===== config.mk =====
export PLATFORM = sky130hd
export DESIGN_NAME = text_console
export DESIGN_NICKNAME = d
export VERILOG_FILES = /design/src/rtl/text_console.sv
export SDC_FILE = /design/constraint.sdc
export NUM_CORES = 1
export LEC_CHECK = 0
export ABC_AREA = 0
export BUFFER_PORTS_ARGS = -buffer_cell sky130_fd_sc_hd__buf_2
export CORE_ASPECT_RATIO = 0.75
export CORE_MARGIN = 5
export CORE_UTILIZATION = 41
export CTS_CLUSTER_DIAMETER = 200
export DETAILED_ROUTE_END_ITERATION = 10
export HOLD_SLACK_MARGIN = 0.12
export PLACE_DENSITY = 0.57
export REMOVE_ABC_BUFFERS = 1
export SKIP_CTS_REPAIR_TIMING = 1
export SYNTH_ARGS = -nofsm -noshare
export SYNTH_HDL_FRONTEND = slang
export SYNTH_SLANG_ARGS = --single-unit

===== constraint.sdc =====
create_clock -name clk_sys -period 7.5 [get_ports clk_sys]
set_clock_uncertainty 0.2 [all_clocks]
set_input_delay 1.125 -clock clk_sys [delete_from_list [all_inputs] [get_ports clk_sys]]
set_output_delay 1.125 -clock clk_sys [all_outputs]
set_load 0.02 [all_outputs]

===== src/rtl/text_console.sv =====
// ----------------------------------------------------------------------------
// text_console
//   Upstream stage of the textmode renderer. Accepts a stream of Unicode code
//   points with colour indices and writes them as tram words at the cursor.
//   Handles CR, LF, BS, line wrap and hardware scrolling. Scrolling moves
//   scroll_offs one row forward and blanks the row that becomes the new bottom.
//
//   Tram word layout: [WORD-1 -: CIDXW] = bg, next CIDXW = fg, [20:0] = ucp,
//   all other bits zero.
//
//   Optional feature macro: TEXT_CONSOLE_CLS_EN
//     defined   : ucp 0x0C clears the whole tram and homes cursor and scroll.
//     undefined : ucp 0x0C is consumed with no effect.
//
// Ports
//   clk_sys      in   system clock
//   rst_sys_n    in   asynchronous active-low reset
//   cmd_valid    in   char command valid
//   cmd_ready    out  console can accept a command (registered, high in idle)
//   cmd_ucp      in   Unicode code point (21 bits)
//   cmd_fg       in   foreground colour index
//   cmd_bg       in   background colour index
//   tram_we      out  tram write enable, one word per cycle
//   tram_addr    out  tram write address
//   tram_din     out  tram write data
//   scroll_offs  out  tram address of the top display row
//   cur_x        out  cursor column
//   cur_y        out  cursor row relative to screen top
//   busy         out  row clear or screen clear in progress
// ----------------------------------------------------------------------------
module text_console #(
    parameter int unsigned WORD      = 32,
    parameter int unsigned ADDRW     = 14,
    parameter int unsigned CIDXW     = 4,
    parameter int unsigned TRAM_HRES = 84,
    parameter int unsigned TRAM_VRES = 24
) (
    input  logic             clk_sys,
    input  logic             rst_sys_n,
    input  logic             cmd_valid,
    output logic             cmd_ready,
    input  logic [20:0]      cmd_ucp,
    input  logic [CIDXW-1:0] cmd_fg,
    input  logic [CIDXW-1:0] cmd_bg,
    output logic             tram_we,
    output logic [ADDRW-1:0] tram_addr,
    output logic [WORD-1:0]  tram_din,
    output logic [ADDRW-1:0] scroll_offs,
    output logic [ADDRW-1:0] cur_x,
    output logic [ADDRW-1:0] cur_y,
    output logic             busy
);

    localparam int unsigned TOTAL = TRAM_HRES * TRAM_VRES;

    localparam logic [ADDRW-1:0] HRES_W   = ADDRW'(TRAM_HRES);
    localparam logic [ADDRW-1:0] HRES_M1  = ADDRW'(TRAM_HRES - 1);
    localparam logic [ADDRW-1:0] VRES_M1  = ADDRW'(TRAM_VRES - 1);
    localparam logic [ADDRW-1:0] TOTAL_M1 = ADDRW'(TOTAL - 1);
    localparam logic [ADDRW:0]   TOTAL_X  = (ADDRW + 1)'(TOTAL);

    localparam logic [20:0] UCP_BS    = 21'h08;
    localparam logic [20:0] UCP_LF    = 21'h0A;
    localparam logic [20:0] UCP_FF    = 21'h0C;
    localparam logic [20:0] UCP_CR    = 21'h0D;
    localparam logic [20:0] UCP_SPACE = 21'h20;

    typedef enum logic [1:0] {
        StIdle,
        StWrite,
        StNewline,
        StClear
    } state_e;

    // Advance a row address by one row, wrapping TOTAL back to 0.
    function automatic logic [ADDRW-1:0] next_row(input logic [ADDRW-1:0] base);
        logic [ADDRW:0] sum;
        sum = {1'b0, base} + {1'b0, HRES_W};
        if (sum >= TOTAL_X) begin
            sum = sum - TOTAL_X;
        end
        return sum[ADDRW-1:0];
    endfunction

    function automatic logic [WORD-1:0] pack_word(input logic [CIDXW-1:0] bg,
                                                  input logic [CIDXW-1:0] fg,
                                                  input logic [20:0]      ucp);
        logic [WORD-1:0] w;
        w                        = '0;
        w[WORD-1 -: CIDXW]       = bg;
        w[WORD-CIDXW-1 -: CIDXW] = fg;
        w[20:0]                  = ucp;
        return w;
    endfunction

    state_e           r_state,     w_state;
    logic [20:0]      r_ucp,       w_ucp;
    logic [CIDXW-1:0] r_fg,        w_fg;
    logic [CIDXW-1:0] r_bg,        w_bg;
    logic [ADDRW-1:0] r_cur_x,     w_cur_x;
    logic [ADDRW-1:0] r_cur_y,     w_cur_y;
    logic [ADDRW-1:0] r_row_base,  w_row_base;
    logic [ADDRW-1:0] r_scroll,    w_scroll;
    logic [ADDRW-1:0] r_clr_addr,  w_clr_addr;
    logic [ADDRW-1:0] r_clr_left,  w_clr_left;   // words remaining minus one
    logic             r_cls,       w_cls;        // current clear is a full-screen clear
    logic             r_cmd_ready, w_cmd_ready;
    logic             r_tram_we,   w_tram_we;
    logic [ADDRW-1:0] r_tram_addr, w_tram_addr;
    logic [WORD-1:0]  r_tram_din,  w_tram_din;
    logic             r_busy,      w_busy;

    always_ff @(posedge clk_sys or negedge rst_sys_n) begin
        if (!rst_sys_n) begin
            r_state     <= StIdle;
            r_ucp       <= '0;
            r_fg        <= '0;
            r_bg        <= '0;
            r_cur_x     <= '0;
            r_cur_y     <= '0;
            r_row_base  <= '0;
            r_scroll    <= '0;
            r_clr_addr  <= '0;
            r_clr_left  <= '0;
            r_cls       <= 1'b0;
            r_cmd_ready <= 1'b0;
            r_tram_we   <= 1'b0;
            r_tram_addr <= '0;
            r_tram_din  <= '0;
            r_busy      <= 1'b0;
        end else begin
            r_state     <= w_state;
            r_ucp       <= w_ucp;
            r_fg        <= w_fg;
            r_bg        <= w_bg;
            r_cur_x     <= w_cur_x;
            r_cur_y     <= w_cur_y;
            r_row_base  <= w_row_base;
            r_scroll    <= w_scroll;
            r_clr_addr  <= w_clr_addr;
            r_clr_left  <= w_clr_left;
            r_cls       <= w_cls;
            r_cmd_ready <= w_cmd_ready;
            r_tram_we   <= w_tram_we;
            r_tram_addr <= w_tram_addr;
            r_tram_din  <= w_tram_din;
            r_busy      <= w_busy;
        end
    end

    always_comb begin
        w_state     = r_state;
        w_ucp       = r_ucp;
        w_fg        = r_fg;
        w_bg        = r_bg;
        w_cur_x     = r_cur_x;
        w_cur_y     = r_cur_y;
        w_row_base  = r_row_base;
        w_scroll    = r_scroll;
        w_clr_addr  = r_clr_addr;
        w_clr_left  = r_clr_left;
        w_cls       = r_cls;
        w_cmd_ready = 1'b0;
        w_tram_we   = 1'b0;
        w_tram_addr = r_tram_addr;
        w_tram_din  = r_tram_din;
        w_busy      = 1'b0;

        unique case (r_state)
            StIdle: begin
                w_cmd_ready = 1'b1;
                // r_cmd_ready gates acceptance so nothing is taken in the
                // first cycle after reset release.
                if (cmd_valid && r_cmd_ready) begin
                    w_ucp = cmd_ucp;
                    w_fg  = cmd_fg;
                    w_bg  = cmd_bg;
                    case (cmd_ucp)
                        UCP_BS: begin
                            if (r_cur_x != '0) begin
                                w_cur_x = r_cur_x - 1'b1;
                            end
                        end
                        UCP_CR: begin
                            w_cur_x = '0;
                        end
                        UCP_LF: begin
                            w_cur_x     = '0;
                            w_state     = StNewline;
                            w_cmd_ready = 1'b0;
                        end
                        UCP_FF: begin
`ifdef TEXT_CONSOLE_CLS_EN
                            w_clr_addr  = '0;
                            w_clr_left  = TOTAL_M1;
                            w_cls       = 1'b1;
                            w_busy      = 1'b1;
                            w_state     = StClear;
                            w_cmd_ready = 1'b0;
`else
                            // Form feed is swallowed when screen clear is not built.
                            w_cur_x = r_cur_x;
`endif
                        end
                        default: begin
                            w_state     = StWrite;
                            w_cmd_ready = 1'b0;
                        end
                    endcase
                end
            end

            StWrite: begin
                w_tram_we   = 1'b1;
                w_tram_addr = r_row_base + r_cur_x;
                w_tram_din  = pack_word(r_bg, r_fg, r_ucp);
                if (r_cur_x == HRES_M1) begin
                    w_cur_x = '0;
                    w_state = StNewline;
                end else begin
                    w_cur_x     = r_cur_x + 1'b1;
                    w_state     = StIdle;
                    w_cmd_ready = 1'b1;
                end
            end

            StNewline: begin
                if (r_cur_y != VRES_M1) begin
                    w_cur_y     = r_cur_y + 1'b1;
                    w_row_base  = next_row(r_row_base);
                    w_state     = StIdle;
                    w_cmd_ready = 1'b1;
                end else begin
                    // The old top row becomes the new bottom row and is blanked.
                    w_scroll   = next_row(r_scroll);
                    w_row_base = r_scroll;
                    w_clr_addr = r_scroll;
                    w_clr_left = HRES_M1;
                    w_cls      = 1'b0;
                    w_busy     = 1'b1;
                    w_state    = StClear;
                end
            end

            StClear: begin
                w_busy      = 1'b1;
                w_tram_we   = 1'b1;
                w_tram_addr = r_clr_addr;
                w_tram_din  = pack_word(r_bg, r_fg, UCP_SPACE);
                w_clr_addr  = r_clr_addr + 1'b1;
                w_clr_left  = r_clr_left - 1'b1;
                if (r_clr_left == '0) begin
                    w_busy      = 1'b0;
                    w_state     = StIdle;
                    w_cmd_ready = 1'b1;
                    w_clr_left  = '0;
                    if (r_cls) begin
                        w_scroll   = '0;
                        w_row_base = '0;
                        w_cur_x    = '0;
                        w_cur_y    = '0;
                        w_cls      = 1'b0;
                    end
                end
            end

            default: begin
                w_state = StIdle;
            end
        endcase
    end

    assign cmd_ready   = r_cmd_ready;
    assign tram_we     = r_tram_we;
    assign tram_addr   = r_tram_addr;
    assign tram_din    = r_tram_din;
    assign scroll_offs = r_scroll;
    assign cur_x       = r_cur_x;
    assign cur_y       = r_cur_y;
    assign busy        = r_busy;

endmodule


Word-level counts from Yosys, hierarchy flattened. Cells that the tools add are included.

Add/subtract/negate cells: 10. $lt $le $gt $ge: 2. Equality and inequality tests: 17. Mux-type cells: 41. Reductions and logical operators: 18.

Operators with widths (count): 14-bit one-hot mux with 2 select lines (7); 14-bit 2-to-1 mux (13); 21-bit by 4-bit == test with 1-bit output, second input constant (4); 32-bit one-hot mux with 2 select lines (1); 14-bit by 1-bit adder with 14-bit output, second input constant (3); 14-bit one-hot mux with 3 select lines (1); 14-bit by 7-bit adder with 15-bit output, second input constant (2); 15-bit by 11-bit greater-or-equal comparator with 1-bit output, second input constant (2); 14-bit by 1-bit subtractor with 14-bit output, second input constant (2); 14-bit by 11-bit subtractor with 14-bit output, second input constant (2); 14-bit adder (1); 14-bit by 7-bit == test with 1-bit output, second input constant (1); 14-bit zero test (1); 14-bit by 5-bit != test with 1-bit output, second input constant (1); 14-bit nonzero test (1); 2-bit != test, second input constant (6); 1-bit 2-to-1 mux (10); 3-bit AND reduction (3); 2-bit 2-to-1 mux (4); 2-bit one-hot mux with 4 select lines (1); 4-bit AND reduction (2); 6-bit AND reduction (1); 2-bit == test, second input constant (2); 1-bit one-hot mux with 2 select lines (2); other kinds (12) (15).

Flip-flop bits (word level): 165. Bits of input ports: 32. Output and inout bits: 91.

Longest topological paths before layout. Gate-level depths: netlist (run 1).

Word-level depth: 5. Gate-level depth with buffers: 11.

Least setup slack after synthesis (run 1). No wires, ideal clock.

Path kind: input port to flip-flop. Start: input port cmd_ucp[15]. End: register r_cur_x[4], in the netlist cur_x[4]. Data arrival time: 2899 ps. Required time: 7218 ps. Path slack: 4319 ps. Stages on the path: 7. Buffers on the path: 1. Cells stage by stage: or4_1 > nor4_4 > o2111ai_1 > a21oi_2 > buf_2 > a21oi_1 > a31oi_1.

Longest elaborated chain between the ends: 5. Elaborated cells on any way between the ends: 10. Classes of those cells: eq/ne (5); mux (3); reduce/logical (2).

RTL lines: start: declaration (line 42) `input logic [20:0] cmd_ucp,`; 21-bit by 4-bit == test with 1-bit output (line 178) `case (cmd_ucp)`; 2-bit OR reduction (no source line); 14-bit one-hot mux with 2 select lines (line 178); 14-bit 2-to-1 mux (line 174) `if (cmd_valid && r_cmd_ready) begin`; 14-bit one-hot mux with 3 select lines (line 169) `unique case (r_state)`; end signal: assignment (line 136) `r_cur_x <= w_cur_x;`; end: declaration (line 100) `logic [ADDRW-1:0] r_cur_x, w_cur_x;`.

Several ways; a longest one is shown, not always the timed one. The select of a mux whose other input is x is not followed. A chain may end at the register's enable or synchronous reset.

Worst setup path after layout (run 1).
Start: register r_state[0]. End: register r_clr_addr[10].

Longest elaborated chain between the ends: 3. Elaborated cells on any way between the ends: 6. Classes of those cells: eq/ne (3); mux (1); reduce/logical (2).

RTL lines: start: declaration (line 96) `state_e r_state, w_state;`; start signal: assignment (line 115) `r_state <= StIdle;`; start signal: assignment (line 132) `r_state <= w_state;`; 2-bit == test (line 169); 2-bit != test (no source line) / 2-bit nonzero test (equally long branches); 2-bit AND reduction (no source line); end signal: assignment (line 140) `r_clr_addr <= w_clr_addr;`; end: declaration (line 104) `logic [ADDRW-1:0] r_clr_addr, w_clr_addr;`.

Several ways; a longest one is shown, not always the timed one.

==> results.md, run 1 <==
* Maximum VDD drop at 194 µV
* Commonest cells after routing, fill and taps aside: dfrtp_1, buf_2, nor2_1
* Worst-case clock buffer depth at 2
* CTS root buf: clkbuf_16
* # rows at 47
* DR vias at 7,404
* Area leader, netlist: dfrtp_1
* Reg2reg path depth at 9
* Ys flop type: dfrtp_1
* Nets at 1,073
* CP Class: flop to flop
* YS warnings at 0
* Slowest stage delay, CP at 0.91 ns
* Syn_area_per_cell at 9.65 µm²
* Fin crit period at 3.60 ns
* Final HPWL DP at ~17,000 µm
* Worst-Margin Slew at 1.10 ns
* DR DRC count at 0
* Fin. max-slew vios at 0
* Initial antenna violation count at 0
* Final setup fails at 0
* Gr usage total at 19.3%
* Vias in the first global route at 7,114
* Initial DRT Pass Iterations at 5
* Sequential cell area fraction in the yosys report at 43.7%
* Yosys cell types at 81
* Core area at 21,800 µm²
* #FFs+latches synth at 157
* Fin Setup TNS at 0 ns
* CTS tree: built
* RePlAce Congestion at around 0.82
* Lkg Pwr at 0.00472 µW
* Final WL at 23,700 µm
* Synth area leaders: dfrtp_1, mux2_2, nor2_1
* Area grow syn2layout at 15.3%
* Die area at roughly 25,000 µm²
* Hold Path Class: flop to flop
* Slowest cell on the critical path: dfrtp_2
* CP required at 7.62 ns
* Share of flip-flops with an asynchronous set or reset at 100%
* CP Max Fanout at 44
* Slew headroom at 26.8%
* Max Cap Viol at 0
* Diodes inserted at 0
* Congestion Overflow GR at 0
* Clk_lat worst skew at 0.44 ns
* Startpoint Class: flop
* Drt initial violations at 727
* TritonCTS Sinks at 157
* Share of cells above drive strength 1 at 22.2%
* Drt via density at 5.58
* CP arrival at 3.72 ns
* EDFF count, synth at 0
* Hold path depth at 1
* F_max at ~280 MHz
* Port Buffers at 117
* Fin cells at 1,327
* Crit. End Element: flop
* Clock slew at reported path FFs at 0.08 ns
* DP Cell Count at 1,295
* Pwr dens at 424 nW/µm²
* Die W at 181 µm
* Crit-path most repeated cell: nor2_1
* H-tree Lvls at 4
* Commonest non-fill, non-tap cell in the layout: dfrtp_1
* Top cell type's share of synthesized area at 43.7%
* Period utilisation layout at 48.0%
* IO Count at 123
* Hold Fails Final Rpt at 0
* Status: finished clean
* First-pass GRT wire length at 39,600 µm
* Die Y at 138 µm
* Num CTS Buffers at 17
* Starting Density at around two fifths
* Unrepaired setup endpoints after global routing: no
* Post-Syn Area at 9000 µm²
* ANT nets after route at 0
* Crit-path cells: inv_2, nand2_1, nor2_1, buf_4, nor2_1, buf_4, nor2_1, o21ai_0, a21oi_1
* Routed wire length per instance at 17.8 µm
* Synth Instances at 932
* Largest net degree at the start of global routing at roughly 100
==> final timing paths <==
check                                             from                    endpoint  slack [ns]
worst min-delay path             r_ucp[13]$_DFFE_PN0P_    tram_din[13]$_DFFE_PN0N_        0.28
worst max-delay path            r_state[0]$_DFFE_PN0P_  r_clr_addr[10]$_DFFE_PN0P_        3.90
worst max register to register  r_state[0]$_DFFE_PN0P_  r_clr_addr[10]$_DFFE_PN0P_        3.90
min in group asynchronous                    rst_sys_n         r_bg[0]$_DFFE_PN0P_        0.58
max in group asynchronous                    rst_sys_n  scroll_offs[9]$_DFFE_PN0P_        5.23
worst min register to register   r_ucp[13]$_DFFE_PN0P_    tram_din[13]$_DFFE_PN0N_        0.28
==> metal layers <==
| layer | up-vias | global-route usage, % | part of all wire (%) |
|---|---|---|---|
| li1 | 3604 | - | - |
| met1 | 3590 | 29.6 | 51 |
| met2 | 182 | 27.8 | 43 |
| met3 | 28 | 3.60 | 4.9 |
| met4 | 0 | 5.45 | 1.4 |
| met5 | - | 0 | 0 |
==> logic make-up (layout without fill, tap and decap cells) <==
logic type | after synthesis | in the layout | synth area share (%)
compound gates | 257 | 257 | 20.0
xor+xnor | 44 | 44 | 4.28
fa+ha+maj | 21 | 21 | 2.92
buf+inv | 77 | 174 | 3.96
flops | 157 | 157 | 43.7
mux | 59 | 59 | 7.13
other cells | 1 | 5 | 0.0417
simple gates | 316 | 316 | 18.0
==> synthesized netlist by cell type (4+ instances only) <==
| library cell | instances |
|---|---|
| and2_1 | 9 |
| ha_1 | 21 |
| nor2_1 | 93 |
| o21ai_1 | 6 |
| a31oi_1 | 12 |
| mux2_2 | 41 |
| o41ai_1 | 4 |
| a22o_1 | 25 |
| or3_1 | 8 |
| o31ai_1 | 10 |
| nand2_1 | 69 |
| a21o_1 | 9 |
| a21oi_1 | 62 |
| nand3_1 | 20 |
| o221ai_1 | 7 |
| or2_2 | 6 |
| o22ai_1 | 7 |
| and3_1 | 25 |
| mux2i_1 | 18 |
| nor3_1 | 25 |
| clkbuf_1 | 31 |
| o21a_1 | 6 |
| xor2_1 | 9 |
| buf_2 | 12 |
| a211o_1 | 4 |
| o21ai_0 | 47 |
| buf_4 | 9 |
| dfrtp_1 | 157 |
| inv_1 | 16 |
| nor4_1 | 8 |
| nand4_1 | 7 |
| a22oi_1 | 5 |
| nor3b_1 | 5 |
| xnor2_1 | 35 |
| o211ai_1 | 5 |
| a211oi_1 | 7 |
| nor4b_1 | 4 |
| nor2b_1 | 9 |
| nand2b_1 | 7 |
==> state kept, by name, indices dropped and copies added (netlist names) <==
signal / cells
r_fg: 4
r_clr_left: 14
r_clr_addr: 14
cur_y: 14
r_ucp: 21
tram_addr: 14
scroll_offs: 12
r_state: 2
r_bg: 4
cur_x: 14
tram_we: 1
tram_din: 29
r_row_base: 12
busy: 1
cmd_ready: 1
==> metrics by stage <==
stage	utilization [%]	hold WS (ns)	power, µW	setup slack, ns	cell area, µm²
5_1_grt	47.5	0.296	4720	3.61	10400
3_5_place_dp	44.7	0.276	3480	3.92	9740
3_3_place_gp	44.7	0.268	3470	3.95	9740
6_report	47.5	0.282	4390	3.90	10400
4_1_cts	47.5	0.286	4410	3.91	10400
2_1_floorplan	-	0.262	2840	3.53	8720
==> layout make-up <==
type,count,area (µm²)
fillers,2122,11400
multi-input cells,702,4730
flip-flops and latches,157,3930
repair buffers,125,652
clock buffers,17,425
well taps,294,368
clock inverters,15,204
inverters,17,63.8
==> critical path, delay by kind of cell, from the launching register on <==
family                 cells  cell delay [ns]
AOI/OAI and AO/OA          2             0.18
and+or+nand+nor            4             1.20
buffers and inverters      3             0.96
DFF                        1             0.91
==> power breakdown <==
group          switching [µW]  internal (µW)
combinational            1170            835
sequential                342           1140
clock                     444            461
total                    1960           2430
(Power assumes the default switching activity.)
==> run 2: changes to the inputs <==
--- a/config.mk
+++ b/config.mk
@@ -5,7 +5,7 @@
 export SDC_FILE = /design/constraint.sdc
 export NUM_CORES = 1
 export LEC_CHECK = 0
-export ABC_AREA = 0
+export ABC_AREA = 1
 export BUFFER_PORTS_ARGS = -buffer_cell sky130_fd_sc_hd__buf_2
 export CORE_ASPECT_RATIO = 0.75
 export CORE_MARGIN = 5
@@ -13,7 +13,7 @@
 export CTS_CLUSTER_DIAMETER = 200
 export DETAILED_ROUTE_END_ITERATION = 10
 export HOLD_SLACK_MARGIN = 0.12
-export PLACE_DENSITY = 0.57
+export PLACE_DENSITY = 0.59
 export REMOVE_ABC_BUFFERS = 1
 export SKIP_CTS_REPAIR_TIMING = 1
 export SYNTH_ARGS = -nofsm -noshare
==> constraint.sdc (replaced) <==
create_clock -name clk_sys -period 3.3 [get_ports clk_sys]
set_clock_uncertainty 0.2 [all_clocks]
set_input_delay 0.495 -clock clk_sys [delete_from_list [all_inputs] [get_ports clk_sys]]
set_output_delay 0.495 -clock clk_sys [all_outputs]
set_load 0.02 [all_outputs]
==> results.md, run 2 <==
* Status: finished clean
* Synth Instances at 1,234 (+32%)
* Congestion Overflow GR at 0 (unchanged)
* Clock slew at reported path FFs at 0.07 ns (about the same)
* Area leader, netlist: dfrtp_1
* Slowest cell on the critical path: dlygate4sd3_1
* Lkg Pwr at 0.00572 µW (+21%)
* Top cell type's share of synthesized area at 41.7% (-2.0 points)
* CP required at 3.39 ns (-4.23 ns)
* Hold Fails Final Rpt at 0 (unchanged)
* Slowest stage delay, CP at 0.53 ns (-0.38 ns)
* Drt via density at 5.16 (-7.4%)
* Ys flop type: dfrtp_1
* Post-route cell area at 11,100 µm² (+6.5%)
* Worst-Margin Slew at 0.703 ns (-0.392 ns)
* Final WL at 26,600 µm (+12%)
* Final setup fails at 0 (unchanged)
* Hold WS at 0.133 ns (-0.149 ns)
* Initial DRT Pass Iterations at 5 (unchanged)
* Setup ws final at 0.417 ns (-3.48 ns)
* Pwr dens at 664 nW/µm² (+57%)
* Critical Path Start: cmd_ucp[20]
* Met2 layer usage reported by global route at 28.7% (+0.94 points)
* Num CTS Buffers at 17 (unchanged)
* Clock Power Share at 27.6% (+7.0 points)
* Syn_area_per_cell at 7.64 µm² (-21%)
* DR DRC count at 0 (unchanged)
* RePlAce Congestion at 0.892 (+9.0%)
* F_max at 347 MHz
* R2r startpoint: cur_x[3]$_DFFE_PN0P_
* Most frequent cells after synthesis: nand2_1, dfrtp_1, inv_1
* Die area at 26,200 µm² (+4.5%)
* Maximum VDD drop at 430 µV (+120%)
* Commonest cells after routing, fill and taps aside: nand2_1, dfrtp_1, inv_1
* Largest net degree at the start of global routing at 73 (-29%)
* # rows at 48 (+2.1%)
* TritonCTS Sinks at 157 (unchanged)
* Crit. End Element: flop
* Fin. max-slew vios at 0 (unchanged)
* Initial antenna violation count at 0 (unchanged)
* Comb pwr share at 34.0% (-12 points)
* Hold Path Class: primary input to flop
* Commonest non-fill, non-tap cell in the layout: nand2_1
* Flop pwr share at 38.3% (+4.6 points)
* Net Switching at 2870 µW (+47%)
* Startpoint Class: primary input
* ANT nets after route at 0 (unchanged)
* Starting Density at 41.3% (+0.071 points)
* Placed Area at 10,300 µm² (+6.2%)
* Die Y at 141 µm (+2.2%)
* Largest register FFs at 29 (unchanged)
* Max Cap Viol at 0 (unchanged)
* Synth area leaders: dfrtp_1, nand2_1, inv_1
* GR met3 Demand/Resource at 4.41% (+0.81 points)
* EDFF count, synth at 0 (unchanged)
* Sequential cell area fraction in the yosys report at 41.7% (-2.0 points)
* CP arrival at 2.97 ns (-0.75 ns)
* Die W at 185 µm (+2.2%)
* Final HPWL DP at 19,400 µm (+17%)
* GR peak layer: met1
* Routed wire length per instance at 15.9 µm (-11%)
* Share of cells above drive strength 1 at 17.5% (-4.7 points)
* Hold wc startpoint: cmd_ucp[13]
* Vias in the first global route at 7,758 (+9.1%)
* Fin crit period at 2.88 ns
* Final Power at 7330 µW (+67%)
* P_int at 4460 µW (+83%)
* Share of flip-flops with an asynchronous set or reset at 100% (unchanged)
* H-tree Lvls at 4 (unchanged)
* Hold path depth at 3 (+2)
* CP Max Fanout at 27 (-39%)
* Crit-path cells: dlygate4sd3_1, buf_2, nor3_1, nand2_1, inv_2, nand2_1, o21ai_0, nand4_1, nand2_2, o21ai_0
* Hold EP: r_ucp[13]$_DFFE_PN0P_
* First-pass GRT wire length at 43,000 µm (+8.4%)
* IO Count at 123 (unchanged)
* Nets at 1,411 (+32%)
* R2R Setup Slk at 0.68 ns (-3.22 ns)
* CP Class: primary input to flop
* Worst-case clock buffer depth at 2 (unchanged)
* Area grow syn2layout at 17.2%
* Yosys cell types at 46 (-43%)
* Met1 GRT Util at 32.3% (+2.7 points)
* Reg2reg path depth at 14 (+5)
* DR vias at 8,624 (+16%)
* Period utilisation layout at about 87%
* Unrepaired setup endpoints after global routing: no
* Port Buffers at 117 (unchanged)
* Placement Setup Slack at 0.586 ns (-3.33 ns)
* Drt initial violations at 693 (-4.7%)
* CTS root buf: clkbuf_16
* Post-Syn Area at 9430 µm² (+4.8%)
* Gr usage total at 20.6% (+1.3 points)
* Clk_lat worst skew at 0.43 ns (about the same)
* CTS tree: built
* #FFs+latches synth at 157 (unchanged)
* Net Sw Frac at 39.1% (-5.4 points)
* Most frequent cell after synthesis: nand2_1
* Diodes inserted at 0 (unchanged)
* Slew headroom at 53.1% (+26 points)
* YS warnings at 0 (unchanged)
* RR Endpoint: tram_addr[12]$_DFFE_PN0N_
* Core area at 22,800 µm² (+4.6%)
## run 2: cell types whose count changed after synthesis, moves of 17 or more
cell     before  now
inv_1        16  140
nand2_1      69  339
a21oi_1      62   17
o21ai_0      47   90
mux2i_1      18    1
nand4_1       7   29
mux2_2       41   11
xnor2_1      35    8
nand3_1      20   94
nand2_2       0   22
xor2_1        9   43
nor2_1       93   71
and3_1       25    0
## run 2: power by group through the flow
| stage | combinational (µW) | clock, µW | sequential [µW] |
|---|---|---|---|
| finish | 2500 | 2030 | 2810 |
| global route | 2760 | 2160 | 2880 |
| CTS | 2490 | 2070 | 2810 |
| detailed placement | 2490 | 0 | 2840 |
| global placement | 2470 | 0 | 2840 |
| floorplan | 1260 | 0 | 3140 |
## run 2: final cells by class
cell class              count  area, µm²
inverters                 153        574
fillers                  2258      11800
flip-flops and latches    157       3930
well taps                 300        375
multi-input cells         888       4750
repair buffers            141        825
clock buffers              18        439
clock inverters            13        155
## run 2: metal layers
metal	vias to the layer above	wire length, µm
met5	-	0
met3	19	1660
li1	4294	-
met4	0	385
met1	4035	13400
met2	276	11100
## run 2: how the worst max path moves through the flow
stage	endpoint	slack (ns)	depth (start not counted)
global placement	tram_addr[12]$_DFFE_PN0N_	0.69	14
global route	cur_x[13]$_DFFE_PN0P_	0.26	11
finish	cur_x[7]$_DFFE_PN0P_	0.42	10
floorplan	cur_x[9]$_DFFE_PN0P_	-0.29	6
detailed placement	cur_x[7]$_DFFE_PN0P_	0.59	11
CTS	tram_addr[12]$_DFFE_PN0N_	0.70	14
## run 2: cell families (layout without fill, tap and decap cells)
| kind of cell | after synthesis | after routing | share of synthesized area (%) |
|---|---|---|---|
| and+or+nand+nor | 621 | 621 | 29.7 |
| muxes | 12 | 12 | 1.42 |
| AOI/OAI and AO/OA | 178 | 178 | 11.6 |
| other | 1 | 5 | 0.0398 |
| DFF | 157 | 157 | 41.7 |
| xor gates and xnor gates | 51 | 51 | 4.74 |
| buffers and inverters | 193 | 325 | 8.08 |
| adders and majority gates | 21 | 21 | 2.79 |
## run 2: critical path: cells and delay by family
family | cells | cell delay, ns
AND/OR/NAND/NOR | 5 | 1.42
buffers and inverters | 3 | 0.76
AO/OA/AOI/OAI | 2 | 0.28
## run 2: metrics by stage
step	util, %	TNS, ns	std cells
CTS	47.9	0	1659
detailed placement	45.3	0	1628
finish	48.4	0	1670
global route	48.4	0	1670
floorplan	-	-3.77	1198
global placement	45.3	0	1628
==> run 3: changes to the inputs <==
--- a/config.mk
+++ b/config.mk
@@ -5,7 +5,6 @@
 export SDC_FILE = /design/constraint.sdc
 export NUM_CORES = 1
 export LEC_CHECK = 0
-export ABC_AREA = 1
 export BUFFER_PORTS_ARGS = -buffer_cell sky130_fd_sc_hd__buf_2
 export CORE_ASPECT_RATIO = 0.75
 export CORE_MARGIN = 5
==> results.md, run 3 (synthesis gave the netlist of run 1 again) <==
* IO Count at 123 (unchanged)
* Crit-path cells: dlygate4sd3_1, buf_2, nor4b_1, nand3_1, nor4_4, o2111ai_1, a21oi_4, o221ai_1, a22o_1
* CTS tree: built
* Nets at 1,126 (-20%)
* Lkg Pwr at 0.00498 µW (-13%)
* Worst-Margin Slew at 1.10 ns (+0.395 ns)
* Hold WS at 0.107 ns (-0.0258 ns)
* Fin Setup TNS at 0 ns (unchanged)
* Status: finished clean
* Area grow syn2layout at 20.7%
* CTS root buf: clkbuf_16
* Fin. max-slew vios at 0 (unchanged)
* Hold Fails Final Rpt at 0 (unchanged)
* Drt via density at 5.53 (+7.2%)
* Setup ws final at 0.116 ns (-0.302 ns)
* Reg2reg path depth at 9 (-5)
* Maximum VDD drop at 479 µV (+12%)
* Commonest non-fill, non-tap cell in the layout: dfrtp_1
* Hold EP: r_ucp[8]$_DFFE_PN0P_
* Net Switching at 4520 µW (+57%)
* Final WL at 24,600 µm (-7.5%)
* DR DRC count at 0 (unchanged)
* Fin crit period at 3.18 ns (+0.302 ns)
* Final setup fails at 0 (unchanged)
* Congestion Overflow GR at 0 (unchanged)
* Comb pwr share at 48.8% (+15 points)
* Pwr dens at 941 nW/µm² (+42%)
* H-tree Lvls at 4 (unchanged)
* Die W at 181 µm (-2.2%)
* Max Cap Viol at 0 (unchanged)
* Die Y at 138 µm (-2.1%)
* Drt initial violations at 629 (-9.2%)
* Clock Power Share at 20.1% (-7.5 points)
* Largest register FFs at 29 (unchanged)
* Num CTS Buffers at 17 (unchanged)
* Clock slew at reported path FFs at 0.07 ns (about the same)
* Diodes inserted at 0 (unchanged)
* Placement Setup Slack at -0.0783 ns (-0.664 ns)
* Slew headroom at 26.5% (-27 points)
* P_int at 5700 µW (+28%)
* Commonest cells after routing, fill and taps aside: dfrtp_1, buf_2, nor2_1
* CP Max Fanout at 28 (+3.7%)
* WP buf/inv at 2 (-1)
* Period utilisation layout at 96.5% (+9.1 points)
* Routed wire length per instance at 17.8 µm (+12%)
* Hold Path Class: primary input to flop
* # rows at 47 (-2.1%)
* Flop pwr share at 31.1% (-7.2 points)
* Final HPWL DP at 17,200 µm (-11%)
* R2R Setup Slk at 0.17 ns (-0.51 ns)
* Fillers at 2,030 (-10%)
* Crit. path cell count at 9 (-1)
* CP Class: primary input to flop
* Gr usage total at 19.5% (-1.1 points)
* Hold path depth at 2 (-1)
* RePlAce Congestion at 0.877 (-1.6%)
* Die area at 25,000 µm² (-4.3%)
* CP top delay family: compound AO/OA/AOI/OAI gates
* Starting Density at 41.2% (-0.071 points)
* Net Sw Frac at 44.2% (+5.1 points)
* Clk_lat worst skew at 0.44 ns (about the same)
* Worst-case clock buffer depth at 2 (unchanged)
* Share of cells above drive strength 1 at 24.1% (+6.6 points)
* CP required at 3.42 ns (+0.03 ns)
* Slowest stage delay, CP at 0.63 ns (+0.10 ns)
* Initial antenna violation count at 0 (unchanged)
* F_max at 314 MHz (-9.5%)
* ANT nets after route at 0 (unchanged)
* CP arrival at 3.31 ns (+0.34 ns)
* First-pass GRT wire length at 40,200 µm (-6.3%)
* Vias in the first global route at 7,224 (-6.9%)
* Largest net degree at the start of global routing at 56 (-23%)
* Post-route cell area at 10,900 µm² (-1.7%)
* Initial DRT Pass Iterations at 5 (unchanged)
* Placed Area at 9990 µm² (-3.4%)
* DR vias at 7,637 (-11%)
* Slowest cell on the critical path: a21oi_4
* RR Endpoint: r_row_base[8]$_DFFE_PN0P_
* Crit. End Element: flop
* Core area at 21,800 µm² (-4.4%)
* R2r startpoint: r_row_base[2]$_DFFE_PN0P_
* Startpoint Class: primary input
* TritonCTS Sinks at 157 (unchanged)
* Port Buffers at 117 (unchanged)
* Hold wc startpoint: cmd_ucp[8]
-- run 3: cell type report --
cell class	instances	area, µm²	share of cell area [%]
clock buffers	17	425	3.92
repair buffers	178	1120	10.3
inverters	17	63.8	0.588
well taps	294	368	3.39
multi-input cells	702	4750	43.7
flip-flops and latches	157	3930	36.2
clock inverters	15	204	1.88
-- run 3: worst max path at each step --
stage,from,endpoint,slack (ns)
global placement,cmd_ucp[15],cur_x[2]$_DFFE_PN0P_,-0.04
detailed placement,cmd_ucp[15],cur_x[7]$_DFFE_PN0P_,-0.08
finish,cmd_ucp[18],cur_x[7]$_DFFE_PN0P_,0.12
floorplan,r_state[0]$_DFFE_PN0P_,r_bg[0]$_DFFE_PN0P_,-0.41
global route,cmd_ucp[17],cur_x[5]$_DFFE_PN0P_,-0.009
CTS,cur_x[12]$_DFFE_PN0P_,cur_x[7]$_DFFE_PN0P_,0.15
-- run 3: power groups by stage --
stage	clock [µW]	combinational, µW	sequential [µW]
floorplan	0	2820	3640
global placement	0	4860	3200
detailed placement	0	4910	3200
CTS	2100	4930	3170
global route	2190	5500	3270
finish	2060	4980	3170
-- run 3: stage by stage --
stage | std cells | power [µW] | utilization (%)
after floorplan | 876 | 6460 | -
after CTS | 1358 | 10200 | 48.7
after detailed placement | 1326 | 8100 | 45.8
after global routing | 1380 | 11000 | 49.8
final | 1380 | 10200 | 49.8
after global placement | 1326 | 8060 | 45.8
-- run 3: worst register-to-register path: stages, from the launching register on --
cell and delay (ns):
dfrtp_1 0.51, ha_1 0.35, o21a_1 0.30, a2111oi_1 0.47, nor3_2 0.16, nor3_2 0.32, nor2_2 0.14, nor3b_1 0.29
o22a_1 0.17, o211ai_1 0.09
-- run 3: metal layers --
metal / routed length, µm / track usage, % / up-vias
li1: - / - / 3710
met1: 12400 / 29.6 / 3720
met2: 10600 / 28.1 / 179
met3: 1200 / 4.39 / 28
met4: 323 / 5.01 / 0
met5: 0 / 0 / -
